### src/rtl/arc4_ctrl_if.sv
// arc4_ctrl_if: start handshake, key and the three engine S-ports.
// slave = controller side, master = task top / engine side.
// err exists only when ARC4_CTRL_WDOG_EN is defined.
interface arc4_ctrl_if;
  logic        en;
  logic        rdy;
  logic [23:0] key;
  logic [23:0] key_q;

  logic        init_en;
  logic        init_rdy;
  logic [7:0]  init_addr;
  logic [7:0]  init_wrdata;
  logic        init_wren;

  logic        ksa_en;
  logic        ksa_rdy;
  logic [7:0]  ksa_addr;
  logic [7:0]  ksa_wrdata;
  logic        ksa_wren;

  logic        prga_en;
  logic        prga_rdy;
  logic [7:0]  prga_addr;
  logic [7:0]  prga_wrdata;
  logic        prga_wren;

  logic [7:0]  s_addr;
  logic [7:0]  s_wrdata;
  logic        s_wren;
  logic [1:0]  phase;
`ifdef ARC4_CTRL_WDOG_EN
  logic        err;
`endif

  modport slave (
`ifdef ARC4_CTRL_WDOG_EN
    output err,
`endif
    input  en, key,
    input  init_rdy, init_addr, init_wrdata, init_wren,
    input  ksa_rdy, ksa_addr, ksa_wrdata, ksa_wren,
    input  prga_rdy, prga_addr, prga_wrdata, prga_wren,
    output rdy, key_q, phase,
    output init_en, ksa_en, prga_en,
    output s_addr, s_wrdata, s_wren
  );

  modport master (
`ifdef ARC4_CTRL_WDOG_EN
    input  err,
`endif
    output en, key,
    output init_rdy, init_addr, init_wrdata, init_wren,
    output ksa_rdy, ksa_addr, ksa_wrdata, ksa_wren,
    output prga_rdy, prga_addr, prga_wrdata, prga_wren,
    input  rdy, key_q, phase,
    input  init_en, ksa_en, prga_en,
    input  s_addr, s_wrdata, s_wren
  );
endinterface

### src/rtl/arc4_ctrl.sv
// arc4_ctrl: runs init -> ksa -> prga via en/rdy and muxes the single
// S-memory port to whichever engine owns the current phase.
// Ports: clk, rst (sync, active-high), bus (arc4_ctrl_if.slave):
//   en/rdy/key/key_q start handshake, <eng>_en/_rdy/_addr/_wrdata/_wren
//   per engine, s_addr/s_wrdata/s_wren memory port, phase, err.
// Param TIMEOUT_CYCLES: per-phase watchdog limit.
// Define ARC4_CTRL_WDOG_EN to build the watchdog, ERR state and err.
module arc4_ctrl #(
  parameter int TIMEOUT_CYCLES = 8192
) (
  input  logic       clk,
  input  logic       rst,
  arc4_ctrl_if.slave bus
);

  localparam logic [2:0] ST_IDLE      = 3'd0;
  localparam logic [2:0] ST_INIT_GO   = 3'd1;
  localparam logic [2:0] ST_INIT_WAIT = 3'd2;
  localparam logic [2:0] ST_KSA_GO    = 3'd3;
  localparam logic [2:0] ST_KSA_WAIT  = 3'd4;
  localparam logic [2:0] ST_PRGA_GO   = 3'd5;
  localparam logic [2:0] ST_PRGA_WAIT = 3'd6;
`ifdef ARC4_CTRL_WDOG_EN
  localparam logic [2:0] ST_ERR       = 3'd7;
`endif

  logic [2:0]  state_q;
  logic [2:0]  state_d;
  logic        first_q;
  logic [23:0] key_q;
  logic [1:0]  phase_q;
  logic [1:0]  phase_d;
  logic        in_init;
  logic        in_ksa;
  logic        in_prga;
  logic        in_wait;
  logic [7:0]  s_addr;
  logic [7:0]  s_wrdata;
  logic        s_wren;

  assign in_init = (state_q == ST_INIT_GO) ||
                   (state_q == ST_INIT_WAIT);
  assign in_ksa  = (state_q == ST_KSA_GO) ||
                   (state_q == ST_KSA_WAIT);
  assign in_prga = (state_q == ST_PRGA_GO) ||
                   (state_q == ST_PRGA_WAIT);
  assign in_wait = (state_q == ST_INIT_WAIT) ||
                   (state_q == ST_KSA_WAIT) ||
                   (state_q == ST_PRGA_WAIT);

`ifdef ARC4_CTRL_WDOG_EN
  localparam logic [15:0] WD_LIMIT = 16'(TIMEOUT_CYCLES);

  logic [15:0] wd_q;
  logic        wd_trip;

  // Trips on the wait cycle that brings the count to the limit.
  assign wd_trip = in_wait &&
                   ((wd_q + 16'd1) >= WD_LIMIT);

  always_ff @(posedge clk) begin
    if (rst) begin
      wd_q <= 16'd0;
    end else if (state_d != state_q) begin
      wd_q <= 16'd0;
    end else if (in_wait) begin
      wd_q <= wd_q + 16'd1;
    end
  end
`else
  logic unused_timeout;
  assign unused_timeout = ^TIMEOUT_CYCLES;
`endif

  // first_q marks the guard cycle of a WAIT state: the engine
  // still shows rdy=1 for one cycle after seeing its en.
  always_comb begin
    state_d = state_q;
    unique case (state_q)
      ST_IDLE:
        if (bus.en) state_d = ST_INIT_GO;
      ST_INIT_GO:
        if (bus.init_rdy) state_d = ST_INIT_WAIT;
      ST_INIT_WAIT:
        if (!first_q && bus.init_rdy) state_d = ST_KSA_GO;
      ST_KSA_GO:
        if (bus.ksa_rdy) state_d = ST_KSA_WAIT;
      ST_KSA_WAIT:
        if (!first_q && bus.ksa_rdy) state_d = ST_PRGA_GO;
      ST_PRGA_GO:
        if (bus.prga_rdy) state_d = ST_PRGA_WAIT;
      ST_PRGA_WAIT:
        if (!first_q && bus.prga_rdy) state_d = ST_IDLE;
      default:
        state_d = ST_IDLE;
    endcase
`ifdef ARC4_CTRL_WDOG_EN
    if (state_q == ST_ERR) begin
      state_d = ST_ERR;
    end else if (wd_trip && (state_d == state_q)) begin
      state_d = ST_ERR;
    end
`endif
  end

  // phase is registered from the next state so it tracks
  // state_q exactly; ERR keeps whatever phase hung.
  always_comb begin
    phase_d = phase_q;
    unique case (state_d)
      ST_IDLE:                  phase_d = 2'd0;
      ST_INIT_GO, ST_INIT_WAIT: phase_d = 2'd1;
      ST_KSA_GO, ST_KSA_WAIT:   phase_d = 2'd2;
      ST_PRGA_GO, ST_PRGA_WAIT: phase_d = 2'd3;
      default:                  phase_d = phase_q;
    endcase
  end

  always_ff @(posedge clk) begin
    if (rst) begin
      state_q <= ST_IDLE;
      first_q <= 1'b0;
      key_q   <= 24'd0;
      phase_q <= 2'd0;
    end else begin
      state_q <= state_d;
      first_q <= (state_d != state_q);
      phase_q <= phase_d;
      if ((state_q == ST_IDLE) && bus.en) begin
        key_q <= bus.key;
      end
    end
  end

  always_comb begin
    s_addr   = 8'd0;
    s_wrdata = 8'd0;
    s_wren   = 1'b0;
    unique case (1'b1)
      in_init: begin
        s_addr   = bus.init_addr;
        s_wrdata = bus.init_wrdata;
        s_wren   = bus.init_wren;
      end
      in_ksa: begin
        s_addr   = bus.ksa_addr;
        s_wrdata = bus.ksa_wrdata;
        s_wren   = bus.ksa_wren;
      end
      in_prga: begin
        s_addr   = bus.prga_addr;
        s_wrdata = bus.prga_wrdata;
        s_wren   = bus.prga_wren;
      end
      default: begin
        s_addr   = 8'd0;
        s_wrdata = 8'd0;
        s_wren   = 1'b0;
      end
    endcase
  end

  assign bus.rdy      = (state_q == ST_IDLE);
  assign bus.key_q    = key_q;
  assign bus.phase    = phase_q;
  assign bus.init_en  = (state_q == ST_INIT_GO) && bus.init_rdy;
  assign bus.ksa_en   = (state_q == ST_KSA_GO) && bus.ksa_rdy;
  assign bus.prga_en  = (state_q == ST_PRGA_GO) && bus.prga_rdy;
  assign bus.s_addr   = s_addr;
  assign bus.s_wrdata = s_wrdata;
  assign bus.s_wren   = s_wren;
`ifdef ARC4_CTRL_WDOG_EN
  assign bus.err      = (state_q == ST_ERR);
`endif

endmodule

### src/flat_wrapper.sv
// flat-port wrapper written by rule: the top's interface ports become plain ports
module arc4_ctrl_flat 
#(
  parameter int TIMEOUT_CYCLES = 8192
)
  (clk, rst, bus_en, bus_key, bus_init_rdy, bus_init_addr, bus_init_wrdata, bus_init_wren, bus_ksa_rdy, bus_ksa_addr, bus_ksa_wrdata, bus_ksa_wren, bus_prga_rdy, bus_prga_addr, bus_prga_wrdata, bus_prga_wren, bus_rdy, bus_key_q, bus_phase, bus_init_en, bus_ksa_en, bus_prga_en, bus_s_addr, bus_s_wrdata, bus_s_wren);
  arc4_ctrl_if bus_i ();
  input  logic clk;
  input  logic rst;
  input wire logic [$bits(bus_i.en)-1:0] bus_en;
  input wire logic [$bits(bus_i.key)-1:0] bus_key;
  input wire logic [$bits(bus_i.init_rdy)-1:0] bus_init_rdy;
  input wire logic [$bits(bus_i.init_addr)-1:0] bus_init_addr;
  input wire logic [$bits(bus_i.init_wrdata)-1:0] bus_init_wrdata;
  input wire logic [$bits(bus_i.init_wren)-1:0] bus_init_wren;
  input wire logic [$bits(bus_i.ksa_rdy)-1:0] bus_ksa_rdy;
  input wire logic [$bits(bus_i.ksa_addr)-1:0] bus_ksa_addr;
  input wire logic [$bits(bus_i.ksa_wrdata)-1:0] bus_ksa_wrdata;
  input wire logic [$bits(bus_i.ksa_wren)-1:0] bus_ksa_wren;
  input wire logic [$bits(bus_i.prga_rdy)-1:0] bus_prga_rdy;
  input wire logic [$bits(bus_i.prga_addr)-1:0] bus_prga_addr;
  input wire logic [$bits(bus_i.prga_wrdata)-1:0] bus_prga_wrdata;
  input wire logic [$bits(bus_i.prga_wren)-1:0] bus_prga_wren;
  output wire logic [$bits(bus_i.rdy)-1:0] bus_rdy;
  output wire logic [$bits(bus_i.key_q)-1:0] bus_key_q;
  output wire logic [$bits(bus_i.phase)-1:0] bus_phase;
  output wire logic [$bits(bus_i.init_en)-1:0] bus_init_en;
  output wire logic [$bits(bus_i.ksa_en)-1:0] bus_ksa_en;
  output wire logic [$bits(bus_i.prga_en)-1:0] bus_prga_en;
  output wire logic [$bits(bus_i.s_addr)-1:0] bus_s_addr;
  output wire logic [$bits(bus_i.s_wrdata)-1:0] bus_s_wrdata;
  output wire logic [$bits(bus_i.s_wren)-1:0] bus_s_wren;
  assign bus_i.en = bus_en;
  assign bus_i.key = bus_key;
  assign bus_i.init_rdy = bus_init_rdy;
  assign bus_i.init_addr = bus_init_addr;
  assign bus_i.init_wrdata = bus_init_wrdata;
  assign bus_i.init_wren = bus_init_wren;
  assign bus_i.ksa_rdy = bus_ksa_rdy;
  assign bus_i.ksa_addr = bus_ksa_addr;
  assign bus_i.ksa_wrdata = bus_ksa_wrdata;
  assign bus_i.ksa_wren = bus_ksa_wren;
  assign bus_i.prga_rdy = bus_prga_rdy;
  assign bus_i.prga_addr = bus_prga_addr;
  assign bus_i.prga_wrdata = bus_prga_wrdata;
  assign bus_i.prga_wren = bus_prga_wren;
  assign bus_rdy = bus_i.rdy;
  assign bus_key_q = bus_i.key_q;
  assign bus_phase = bus_i.phase;
  assign bus_init_en = bus_i.init_en;
  assign bus_ksa_en = bus_i.ksa_en;
  assign bus_prga_en = bus_i.prga_en;
  assign bus_s_addr = bus_i.s_addr;
  assign bus_s_wrdata = bus_i.s_wrdata;
  assign bus_s_wren = bus_i.s_wren;
  arc4_ctrl #(.TIMEOUT_CYCLES(TIMEOUT_CYCLES)) u_core (.clk(clk), .rst(rst), .bus(bus_i));
endmodule
### config.mk
export PLATFORM = sky130hd
export DESIGN_NAME = arc4_ctrl_flat
export DESIGN_NICKNAME = d
export VERILOG_FILES = /design/src/rtl/arc4_ctrl_if.sv /design/src/rtl/arc4_ctrl.sv /design/src/flat_wrapper.sv
export SDC_FILE = /design/constraint.sdc
export NUM_CORES = 1
export LEC_CHECK = 0
export ABC_CLOCK_PERIOD_IN_PS = 2200
export BUFFER_PORTS_ARGS = -buffer_cell sky130_fd_sc_hd__clkbuf_2
export CAP_MARGIN = 20
export CELL_PAD_IN_SITES_DETAIL_PLACEMENT = 1
export CELL_PAD_IN_SITES_GLOBAL_PLACEMENT = 1
export CORE_ASPECT_RATIO = 0.9
export CORE_MARGIN = 2
export CORE_UTILIZATION = 28
export DETAILED_ROUTE_END_ITERATION = 8
export MAX_ROUTING_LAYER = met4
export PLACE_DENSITY_LB_ADDON = 0.1
export REMOVE_ABC_BUFFERS = 1
export SYNTH_ARGS = -nofsm -noshare
export SYNTH_HDL_FRONTEND = slang
export SYNTH_SLANG_ARGS = --single-unit
### constraint.sdc
create_clock -name clk -period 2.2 [get_ports clk]
set_clock_uncertainty 0.05 [all_clocks]
set_input_delay 0.33 -clock clk [delete_from_list [all_inputs] [get_ports clk]]
set_output_delay 0.33 -clock clk [all_outputs]
set_load 0.01 [all_outputs]
## After elaboration in Yosys (flattened, before gate mapping)

Cells that the tools add are included.

| operators by class | value |
|---|---|
| eq/ne operators | 13 |
| multiplexer cells | 12 |
| reductions and logical operators | 17 |

Operators by type and width:

| kind | number |
|---|---|
| case mux 8 bit (3 select lines) | 2 |
| 2-to-1 mux 3 bit | 7 |
| case mux 3 bit (7 select lines) | 1 |
| equality test 3 bit (second input constant) | 6 |
| equality test 3 x 2 -> 1 bit (second input constant) | 4 |
| case mux 2 bit (4 select lines) | 1 |
| logical AND 1 bit | 7 |
| equality test 3 x 1 -> 1 bit (second input constant) | 2 |
| logical NOT 3 bit | 2 |
| OR reduction 2 bit | 3 |
| nonzero test 4 bit | 1 |
| logical OR 1 bit | 3 |
| != test 3 bit | 1 |
| case mux 1 bit (3 select lines) | 1 |
| logical NOT 1 bit | 1 |

| word-level totals | value |
|---|---|
| flip-flop bits (word level) | 30 |

## Longest topological paths before layout

Gate-level depths: netlist (run 1).

| logic depth | value |
|---|---|
| word-level depth | 7 |
| gate-level depth with buffers | 10 |
| depth with buffers taken out | 9 |

## Worst setup path before layout (run 1)

Ideal clock, no wire load.

| path | value |
|---|---|
| kind | flip-flop to flip-flop |
| from | register u_core.state_q[0] |
| to | register u_core.phase_q[0] (netlist: u_core.bus.phase[0]) |
| library setup time | 132 ps |
| arrival time | 1808 ps |
| required time | 2018 ps |
| path slack | 210 ps |
| cell stages (with the launch flop) | 10 |
| period minus slack after synthesis | 1990 ps |
| path through | dfxtp_1 > buf_6 > nor3b_1 > a31oi_1 > o211ai_2 > inv_1 > ha_1 > or3_1 > o21ai_0 > a21oi_1 |

| on the way | value |
|---|---|
| cells in the longest elaborated chain, start to end | 5 |

Ends and longest elaborated chain:

| item | line | source |
|---|---|---|
| from (decl) | arc4_ctrl.sv:27 | `logic [2:0] state_q;` |
| from (signal assigned) | arc4_ctrl.sv:126 | `state_q <= state_d;` |
| equality test 3 bit (tied with other cells) | arc4_ctrl.sv:79 | `unique case (state_q)` |
| case mux 3 bit (7 select lines) (*) | arc4_ctrl.sv:79 |  |
| via u_core.state_d[0] | arc4_ctrl.sv:28 | `logic [2:0] state_d;` |
| equality test 3 bit (tied with other cells) | arc4_ctrl.sv:110 | `unique case (state_d)` |
| OR reduction 2 bit | arc4_ctrl.sv:110 |  |
| case mux 2 bit (4 select lines) / nonzero test 4 bit (equally long branches) | n/a |  |
| to (signal assigned) | arc4_ctrl.sv:128 | `phase_q <= phase_d;` |
| to (decl) | arc4_ctrl.sv:31 | `logic [1:0] phase_q;` |

The timed path passes the listed nets; every way through them passes the cells marked *.
A chain may end at the register's enable or synchronous reset.

## Worst setup path after layout (run 1)

| path | value |
|---|---|
| from | register u_core.state_q[0] |
| to | output bus_s_addr[2] |

| on the way | value |
|---|---|
| cells in the longest elaborated chain, start to end | 3 |

Ends and longest elaborated chain:

| item | line | source |
|---|---|---|
| equality test 3 bit (tied with other cells) | arc4_ctrl.sv:45 | `assign in_prga = (state_q == ST_PRGA_GO) \|\|` |
| logical OR 1 bit (on tied branches) | arc4_ctrl.sv:45, arc4_ctrl.sv:41, arc4_ctrl.sv:43 |  |
| case mux 8 bit (3 select lines) (*) | arc4_ctrl.sv:139 | `unique case (1'b1)` |
| to (decl) | flat_wrapper.sv:30 | `output wire logic [$bits(bus_i.s_addr)-1:0] bus_s_addr;` |

Every way passes the cells marked *; elsewhere a longest branch is shown, timed or not.

==> results of run 1 <==
-- registers in the layout, indices dropped and copies added (netlist names) --
signal            cells
u_core.state_q        3
u_core.bus.key_q     24
u_core.bus.phase      2
u_core.first_q        1
-- power by group through the flow --
| stage | clock, mW | sequential [mW] | combinational [mW] |
|---|---|---|---|
| 3_5_place_dp | 0 | 0.632 | 0.473 |
| 6_report | 0.459 | 0.621 | 0.499 |
| 5_1_grt | 0.507 | 0.628 | 0.558 |
| 4_1_cts | 0.476 | 0.621 | 0.484 |
| 2_1_floorplan | 0 | 0.651 | 0.214 |
| 3_3_place_gp | 0 | 0.630 | 0.467 |
-- metal layers --
layer  GRT usage  share of wire  up-vias
li1            -              -     1030
met1       0.194           0.42      935
met2       0.300           0.51       54
met3      0.0339          0.058        2
met4      0.0358         0.0053        0
met5           -              0        -
-- path summary, 6_finish.rpt --
check                           start                    to  slack (ns)
setup reg to reg    u_core.state_q[2]   u_core.bus.phase[0]        0.14
hold reg to reg   u_core.bus.key_q[2]   u_core.bus.key_q[2]        0.40
hold / removal            bus_key[22]  u_core.bus.key_q[22]        0.21
setup / recovery    u_core.state_q[0]         bus_s_addr[2]        0.13
-- kinds of logic after synthesis --
family / Yosys count / share of synthesized area
multiplexers: 18 / 0.0990
flip-flops: 30 / 0.330
AO/OA/AOI/OAI: 61 / 0.221
XOR/XNOR: 1 / 0.00482
adder cells (fa/ha/maj): 4 / 0.0275
buffers and inverters: 20 / 0.0736
AND/OR/NAND/NOR: 92 / 0.244
-- timing repair --
action | CTS | global route
resized for setup | 5 | 8
buffers inserted | 1 | 2
hold endpoints to repair | 0 | 0
setup endpoints to repair | 19 | 19
pin swaps | 1 | 2
hold buffers | 0 | 0
-- synth_stat cells --
| cell | number |
|---|---|
| and2_1 | 2 |
| a21oi_2 | 1 |
| nand2_2 | 10 |
| a211oi_2 | 1 |
| a31oi_1 | 1 |
| buf_6 | 3 |
| o211ai_2 | 2 |
| buf_2 | 2 |
| buf_4 | 6 |
| o21a_1 | 1 |
| nand2b_1 | 3 |
| dfxtp_1 | 30 |
| clkbuf_1 | 3 |
| nor2b_1 | 4 |
| or3_1 | 1 |
| a21boi_2 | 1 |
| inv_1 | 5 |
| buf_8 | 1 |
| a21oi_4 | 1 |
| a21oi_1 | 28 |
| nand3b_4 | 1 |
| xnor2_1 | 1 |
| nor2_1 | 5 |
| mux2i_1 | 18 |
| a211oi_1 | 1 |
| o31a_1 | 1 |
| nand2_1 | 58 |
| ha_1 | 4 |
| and4b_4 | 1 |
| nor3_1 | 2 |
| o21ai_0 | 11 |
| o21ai_2 | 11 |
| o22ai_1 | 1 |
| nand4b_1 | 1 |
| nand3b_1 | 2 |
| nor3b_1 | 2 |
-- worst max-delay path, stage by stage, from the launching register on --
cell      delay [ns]
dfxtp_4         0.39
buf_4           0.17
nand2b_1        0.17
o21ai_4         0.22
buf_4           0.20
nand2_2         0.07
o21ai_2         0.05
clkbuf_2        0.14
-- layout make-up --
| type | instances | area, um^2 |
|---|---|---|
| clock buffer | 6 | 82.6 |
| fill | 845 | 3470 |
| multi-input combinational | 176 | 1130 |
| tap | 87 | 109 |
| clock inverter | 2 | 12.5 |
| sequential | 30 | 609 |
| inverter | 5 | 18.8 |
| timing repair buffer | 143 | 785 |
-- through the flow --
stage          setup WS, ns  utilization
6_report              0.132        0.442
5_1_grt            0.000259        0.442
4_1_cts             0.00867        0.433
3_5_place_dp        -0.0252        0.411
3_3_place_gp         0.0101        0.411
2_1_floorplan        -0.450            -
==> flow_summary.toml, run 1 <==
[placement]
dpl.hpwl_um = 4730
gp_congestion = 0.842
placed_cells = 438
portBuffers = 127
place_area_mm2 = 0.00255

[die]
die_w_um = 89.0
core_area_mm2 = 0.00622
top_level_ports = 128
start_util = 0.293
rows = 27
dieArea_mm2 = 0.00716
die-height_um = 80.5

[setup_path]
cp_max_fo = 13
critical_path_arrival_ns = 1.69
reg2regPathDepth = 8
end_kind = "output pin"
start_kind = "register"
crit_type = "register to output pin"
crit_required_ns = 1.82

[sta]
rsz0062_at_grt = "false"
worst_pin_slew_ns = 0.561
hold_slack_ns = 0.212
fin_setup_tns_ns = 0
period_needed_ns = 2.07
hold_viol = 0
setup_viol = 0
finalCritPeriodShare = 0.940
slew_violations = 0
relSlewSlack = 0.626
fmax_ghz = 0.484

[cts]
cts-root-buf = "clkbuf_8"
clock-sinks = 30
h-tree-depth = 2
numCtsBuffers = 5
clock_path_buffers = 2
cts_tree = "done"
cts.reportedPaths.clkPinSlew_ns = 0.07
clock_latency_ns = 0.27

[global_routing]
grt_pass1_wl_um = 9170
grt_start_max_net_pins = 27
antenna_found_initial = 0
grt_overflow = 0
grt_pass1_vias = 2021
grt_usage = 0.168

[synth]
syn_area_mm2 = 0.00182
ys_seq_area_frac = 0.330
synthDistinctLibCells = 36
ys_warn_count = 0
ys_ff_latch = 30
synthDominantCellAreaShare = 0.330
yosys.area.top_type = "dfxtp_1"
netlist_instances = 226
avgSynthCellArea_um2 = 8.05
synth.top_cells.by_area = "dfxtp_1, nand2_1, mux2i_1"

[cells_and_area]
fin_area_mm2 = 0.00275
antenna_cells = 0
drive_gt1_frac = 0.522
fin_cells = 449
final_common_cell = "clkbuf_2"
nets = 446
mostFrequentLayoutCells = "clkbuf_2, nand2_1, a21oi_1"
area_growth_pct = 51.0

[routing]
postRouteAntennaNets = 0
first_iter_violations = 52
vias_per_cell = 4.50
firstDrtPassIters = 4
vias = 2021
post-route-drc-count = 0
routed_wl_um = 5850
wl_per_cell_um = 13.0

[job]
timing.max_cap.violations = 0

[pwr]
internal_power_mw = 1.08
pwr-share-seq = 0.393
power.share.clock = 0.291
netSwitchingPower_uw = 504
power_density_mw_per_mm2 = 575
leakagePower_nw = 1.29
combPwrFrac = 0.316
ir_worst_vdd_v = 0.000289
totalPowerFinal_mw = 1.58
swShare = 0.319

[run_status]
status = "complete, no violations"

[min_path]
min_path_cells = 3
min_path_type = "input pin to register"
No activity file was read; power rests on OpenSTA's default activity.
==> run 2: changes to the inputs <==
REMOVE_ABC_BUFFERS = default   (was 1)
==> run 2 against run 1 <==
- sequential power is essentially flat
- maximum frequency hardly changed
- global-route usage down 0.20 points
- hold slack better by 0.0055 ns
- combinational power hardly changed
- via count grew 1.9%
- register-to-register slack about the same
- non-clock buffer count fell by 3
- critical path type is now register to register
==> flow_summary.toml, run 2 (same netlist as run 1, synthesis figures left out) <==
[run_status]
status = "complete, no violations"

[min_path]
min_path_type = "input pin to register"

[cts]
cts_hold_buffers = 0
clock-sinks = 30
cts.reportedPaths.clkPinSlew_ns = 0.07
cts-root-buf = "clkbuf_8"
clock_latency_ns = 0.27
clock_path_buffers = 2
numCtsBuffers = 5
cts_tree = "done"
h-tree-depth = 2

[global_routing]
grt_start_max_net_pins = 25
grt_pass1_vias = 1961
grt_pass1_wl_um = 9000
grt_usage = 0.166
grt_overflow = 0
antenna_found_initial = 0

[pwr]
power_density_mw_per_mm2 = 583
ir_worst_vdd_v = 0.000360
leakagePower_nw = 1.27

[placement]
portBuffers = 127
dp_worst_setup_slack_ns = -0.0824
dpl.hpwl_um = 4730
gp_congestion = 0.766
placed_cells = 435

[cells_and_area]
mostFrequentLayoutCells = "clkbuf_2, nand2_1, a21oi_1"
area_growth_pct = 48.6
final_common_cell = "clkbuf_2"
antenna_cells = 0
drive_gt1_frac = 0.510
regMostFlops = "u_core.bus.key_q"
nets = 443
fin_cells = 446
largest_register_ffs = 24
fillCellCount = 836
fin_util = 0.435

[routing]
first_iter_violations = 29
postRouteAntennaNets = 0
routed_wl_um = 6000
vias = 2060
vias_per_cell = 4.62
firstDrtPassIters = 4
post-route-drc-count = 0
wl_per_cell_um = 13.4

[sta]
hold_viol = 0
finalCritPeriodShare = 0.940
slew_violations = 0
setup_slack_ns = 0.131
worst_pin_slew_ns = 0.385
rsz0062_at_grt = "true"
period_needed_ns = 2.07
relSlewSlack = 0.744
fmax_ghz = 0.483
setup_viol = 0

[setup_path]
critPathMaxStageDelay_ns = 0.37
cp_cell_sequence = "nand2b_1, a31oi_2, o211ai_2, buf_4, ha_1, or3_1, o21ai_0, a21oi_1"
crit_required_ns = 2.31
critical_path_arrival_ns = 2.18
cp_max_fo = 7
cp_slowest_cell = "dfxtp_4"
end_kind = "register"
start_kind = "register"
crit_type = "register to register"

[die]
die_w_um = 89.0
start_util = 0.293
dieArea_mm2 = 0.00716
rows = 27
core_area_mm2 = 0.00622
top_level_ports = 128
die-height_um = 80.5

[job]
timing.max_cap.violations = 0

[synth]
synth_nets = 311
run 2: stage by stage:
| stage | instance area [um^2] | power (mW) | hold WS (ns) | setup TNS, ns |
|---|---|---|---|---|
| global placement | 2530 | 1.09 | 0.391 | 0 |
| CTS | 2670 | 1.60 | 0.211 | 0 |
| floorplan | 1820 | 0.899 | 0.416 | 0 |
| detailed placement | 2530 | 1.11 | 0.396 | -0.405 |
| finish | 2700 | 1.57 | 0.217 | 0 |
| global route | 2700 | 1.70 | 0.214 | -0.0137 |
run 2: final cells by class:
cell class	instances	area, um^2	share of cell area
inverters	5	18.8	0.00694
clock inverters	1	5.00	0.00185
clock buffers	7	86.3	0.0319
flip-flops and latches	30	609	0.225
well taps	87	109	0.0403
multi-input cells	176	1120	0.413
repair buffers	140	757	0.280
run 2: worst paths after layout:
| kind | start | endpoint | slack (ns) | cells after the start |
|---|---|---|---|---|
| setup / recovery | u_core.state_q[2] | u_core.bus.phase[0] | 0.13 | 8 |
| setup reg to reg | u_core.state_q[2] | u_core.bus.phase[0] | 0.13 | 8 |
| hold reg to reg | u_core.bus.key_q[2] | u_core.bus.key_q[2] | 0.40 | 2 |
| hold / removal | bus_key[8] | u_core.bus.key_q[8] | 0.22 | 3 |
run 2: metal layers:
| layer | up-vias | wire length (um) | track usage |
|---|---|---|---|
| met5 | - | 0 | - |
| met4 | 0 | 78 | 0.0403 |
| met3 | 9 | 458 | 0.0401 |
| met2 | 81 | 2880 | 0.279 |
| met1 | 940 | 2580 | 0.200 |
| li1 | 1030 | - | - |
run 2: worst max-delay path, delay by kind of cell, from the launching register on:
kind | cells | cell delay [ns]
and+or+nand+nor | 2 | 0.55
DFF | 1 | 0.37
buffers and inverters | 1 | 0.16
adders and majority gates | 1 | 0.20
AOI/OAI and AO/OA | 4 | 0.63
run 2: power by group:
part,switching (mW),internal (mW),total [mW],leakage (nW)
sequential,0.0359,0.587,0.623,0.248
clock,0.204,0.252,0.456,0.0482
combinational,0.261,0.235,0.496,0.977
run 2: what timing repair did:
action | in CTS | in global routing
endpoints found under the setup margin | 18 | 7
pin swaps | 1 | 2
setup buffers | 2 | 1
hold endpoints to repair | 0 | 0
cloned | 0 | 0
gates resized for setup | 6 | 6
==> run 3: changes to the inputs <==
CORE_ASPECT_RATIO = 1.4   (was 0.9)
SETUP_SLACK_MARGIN = 0.4   (was default)
==> run 3 against run 2 <==
- hold slack lost 0.0098 ns
- sequential cell count is the same
- sequential power is essentially flat
- power grew 9.2%
- register-to-register slack gained 0.12 ns
- via count grew 3.6%
- routed wire length grew 1.2%
- count of clock-buffer cells in the layout grew 1
- setup slack gained 0.11 ns
- utilization grew 4.4 points
- clock power grew 13%
- largest power group unchanged
- highest routed layer unchanged
==> flow_summary.toml, run 3 (same netlist as run 1, synthesis figures left out) <==
[sta]
period_needed_ns = 1.96
hold_viol = 0
setup_viol = 0
slew_violations = 0
relSlewSlack = 0.812
finalCritPeriodShare = 0.890
fin_setup_tns_ns = 0
rsz0062_at_grt = "true"
fmax_ghz = 0.511
hold_slack_ns = 0.208
worst_pin_slew_ns = 0.282

[pwr]
swShare = 0.307
combPwrFrac = 0.339
totalPowerFinal_mw = 1.72
power.share.clock = 0.300
ir_worst_vdd_v = 0.000482
internal_power_mw = 1.19
power_density_mw_per_mm2 = 575
netSwitchingPower_uw = 528
leakagePower_nw = 1.44
pwr-share-seq = 0.361

[setup_path]
critical_path_arrival_ns = 1.58
critPathMaxStageDelay_ns = 0.39
cp_cell_sequence = "buf_12, nand3b_1, o21ai_4, clkbuf_16, nand2_2, o21ai_2, buf_2"
cp_slowest_cell = "dfxtp_4"
end_kind = "output pin"
crit_type = "register to output pin"
cp_num_buf_inv = 3
crit_required_ns = 1.82
cp_top_family = "buffers and inverters"
start_kind = "register"
cp_max_fo = 8

[cells_and_area]
fillCellCount = 794
antenna_cells = 0
regMostFlops = "u_core.bus.key_q"
fin_area_mm2 = 0.00299
mostFrequentLayoutCells = "clkbuf_2, nand2_1, a21oi_1, dfxtp_1, mux2i_1"
largest_register_ffs = 24
nets = 452
drive_gt1_frac = 0.576
area_growth_pct = 64.4
final_common_cell = "clkbuf_2"

[cts]
clock_path_buffers = 2
numCtsBuffers = 5
clock-sinks = 30
cts_hold_buffers = 0
cts-root-buf = "clkbuf_8"
cts.reportedPaths.clkPinSlew_ns = 0.07
clock_latency_ns = 0.27
cts_tree = "done"
h-tree-depth = 2

[die]
start_util = 0.291
top_level_ports = 128
die_w_um = 72.1
rows = 34
die-height_um = 99.4
core_area_mm2 = 0.00625
dieArea_mm2 = 0.00717

[routing]
first_iter_violations = 60
vias_per_cell = 4.85
postRouteAntennaNets = 0
routed_wl_um = 6070
firstDrtPassIters = 4
vias = 2135
post-route-drc-count = 0
wl_per_cell_um = 13.8

[job]
timing.max_cap.violations = 0

[run_status]
status = "complete, no violations"

[placement]
dpl.hpwl_um = 4430
portBuffers = 127
gp_congestion = 0.778
place_area_mm2 = 0.00251

[synth]
synth_nets = 311

[global_routing]
antenna_found_initial = 0
grt_start_max_net_pins = 27
grt_pass1_vias = 2113
grt_overflow = 0
grt_usage = 0.160
grt_pass1_wl_um = 9070

[min_path]
min_path_type = "input pin to register"
-- run 3: cell types whose count changed in the layout (fill, tap and decap cells not counted), sizes merged --
cell / delta
clkinv: -1
buf: +24
clkbuf: -14
-- run 3: worst register-to-register path: stages (launching register included) --
cell and delay (ns):
dfxtp_4 0.42, nand2b_4 0.18, a31oi_4 0.10, o211ai_4 0.25, inv_2 0.08, ha_4 0.16
or3_4 0.38, mux2i_1 0.14, a21oi_1 0.08
-- run 3: worst paths after layout --
kind / start / to / slack (ns) / cells after the start
worst min-delay path: rst / u_core.state_q[2] / 0.21 / 2
worst max register to register: u_core.state_q[2] / u_core.bus.phase[1] / 0.25 / 8
worst max-delay path: u_core.state_q[2] / bus_s_wren / 0.24 / 7
worst min register to register: u_core.bus.key_q[7] / u_core.bus.key_q[7] / 0.40 / 2
-- run 3: area by class of cell --
class	count	area, um^2	share of cell area
well taps	72	90.1	0.0301
inverters	5	18.8	0.00627
clock buffers	8	110	0.0368
repair buffers	149	897	0.300
multi-input cells	176	1260	0.422
flip-flops and latches	30	612	0.205
-- run 3: power groups by stage --
stage	logic, mW	clock network, mW	registers, mW
final	0.584	0.516	0.620
after global routing	0.647	0.560	0.627
after CTS	0.519	0.531	0.622
after detailed placement	0.464	0	0.637
after global placement	0.456	0	0.635
after floorplan	0.262	0	0.644
-- run 3: layer usage --
metal | up-vias | global-route usage | wire length, um
li1 | 1049 | - | -
met1 | 992 | 0.161 | 2220
met2 | 88 | 0.300 | 3270
met3 | 6 | 0.0395 | 505
met4 | 0 | 0.0435 | 74
met5 | - | - | 0
-- run 3: metrics by stage --
stage	worst slack, ns	util	std cells
2_1_floorplan	0.308	-	226
3_3_place_gp	0.112	0.401	416
3_5_place_dp	0.0820	0.401	416
4_1_cts	0.218	0.439	431
5_1_grt	0.138	0.478	440
6_report	0.243	0.478	440
-- run 3: repair_timing --
item                                    4_1_cts  5_1_grt
endpoints found under the hold margin         0        0
endpoints found under the setup margin       19       35
pin swaps                                     3       14
cloned                                        0        2
resized for setup                            10       60
buffers inserted                              7        7
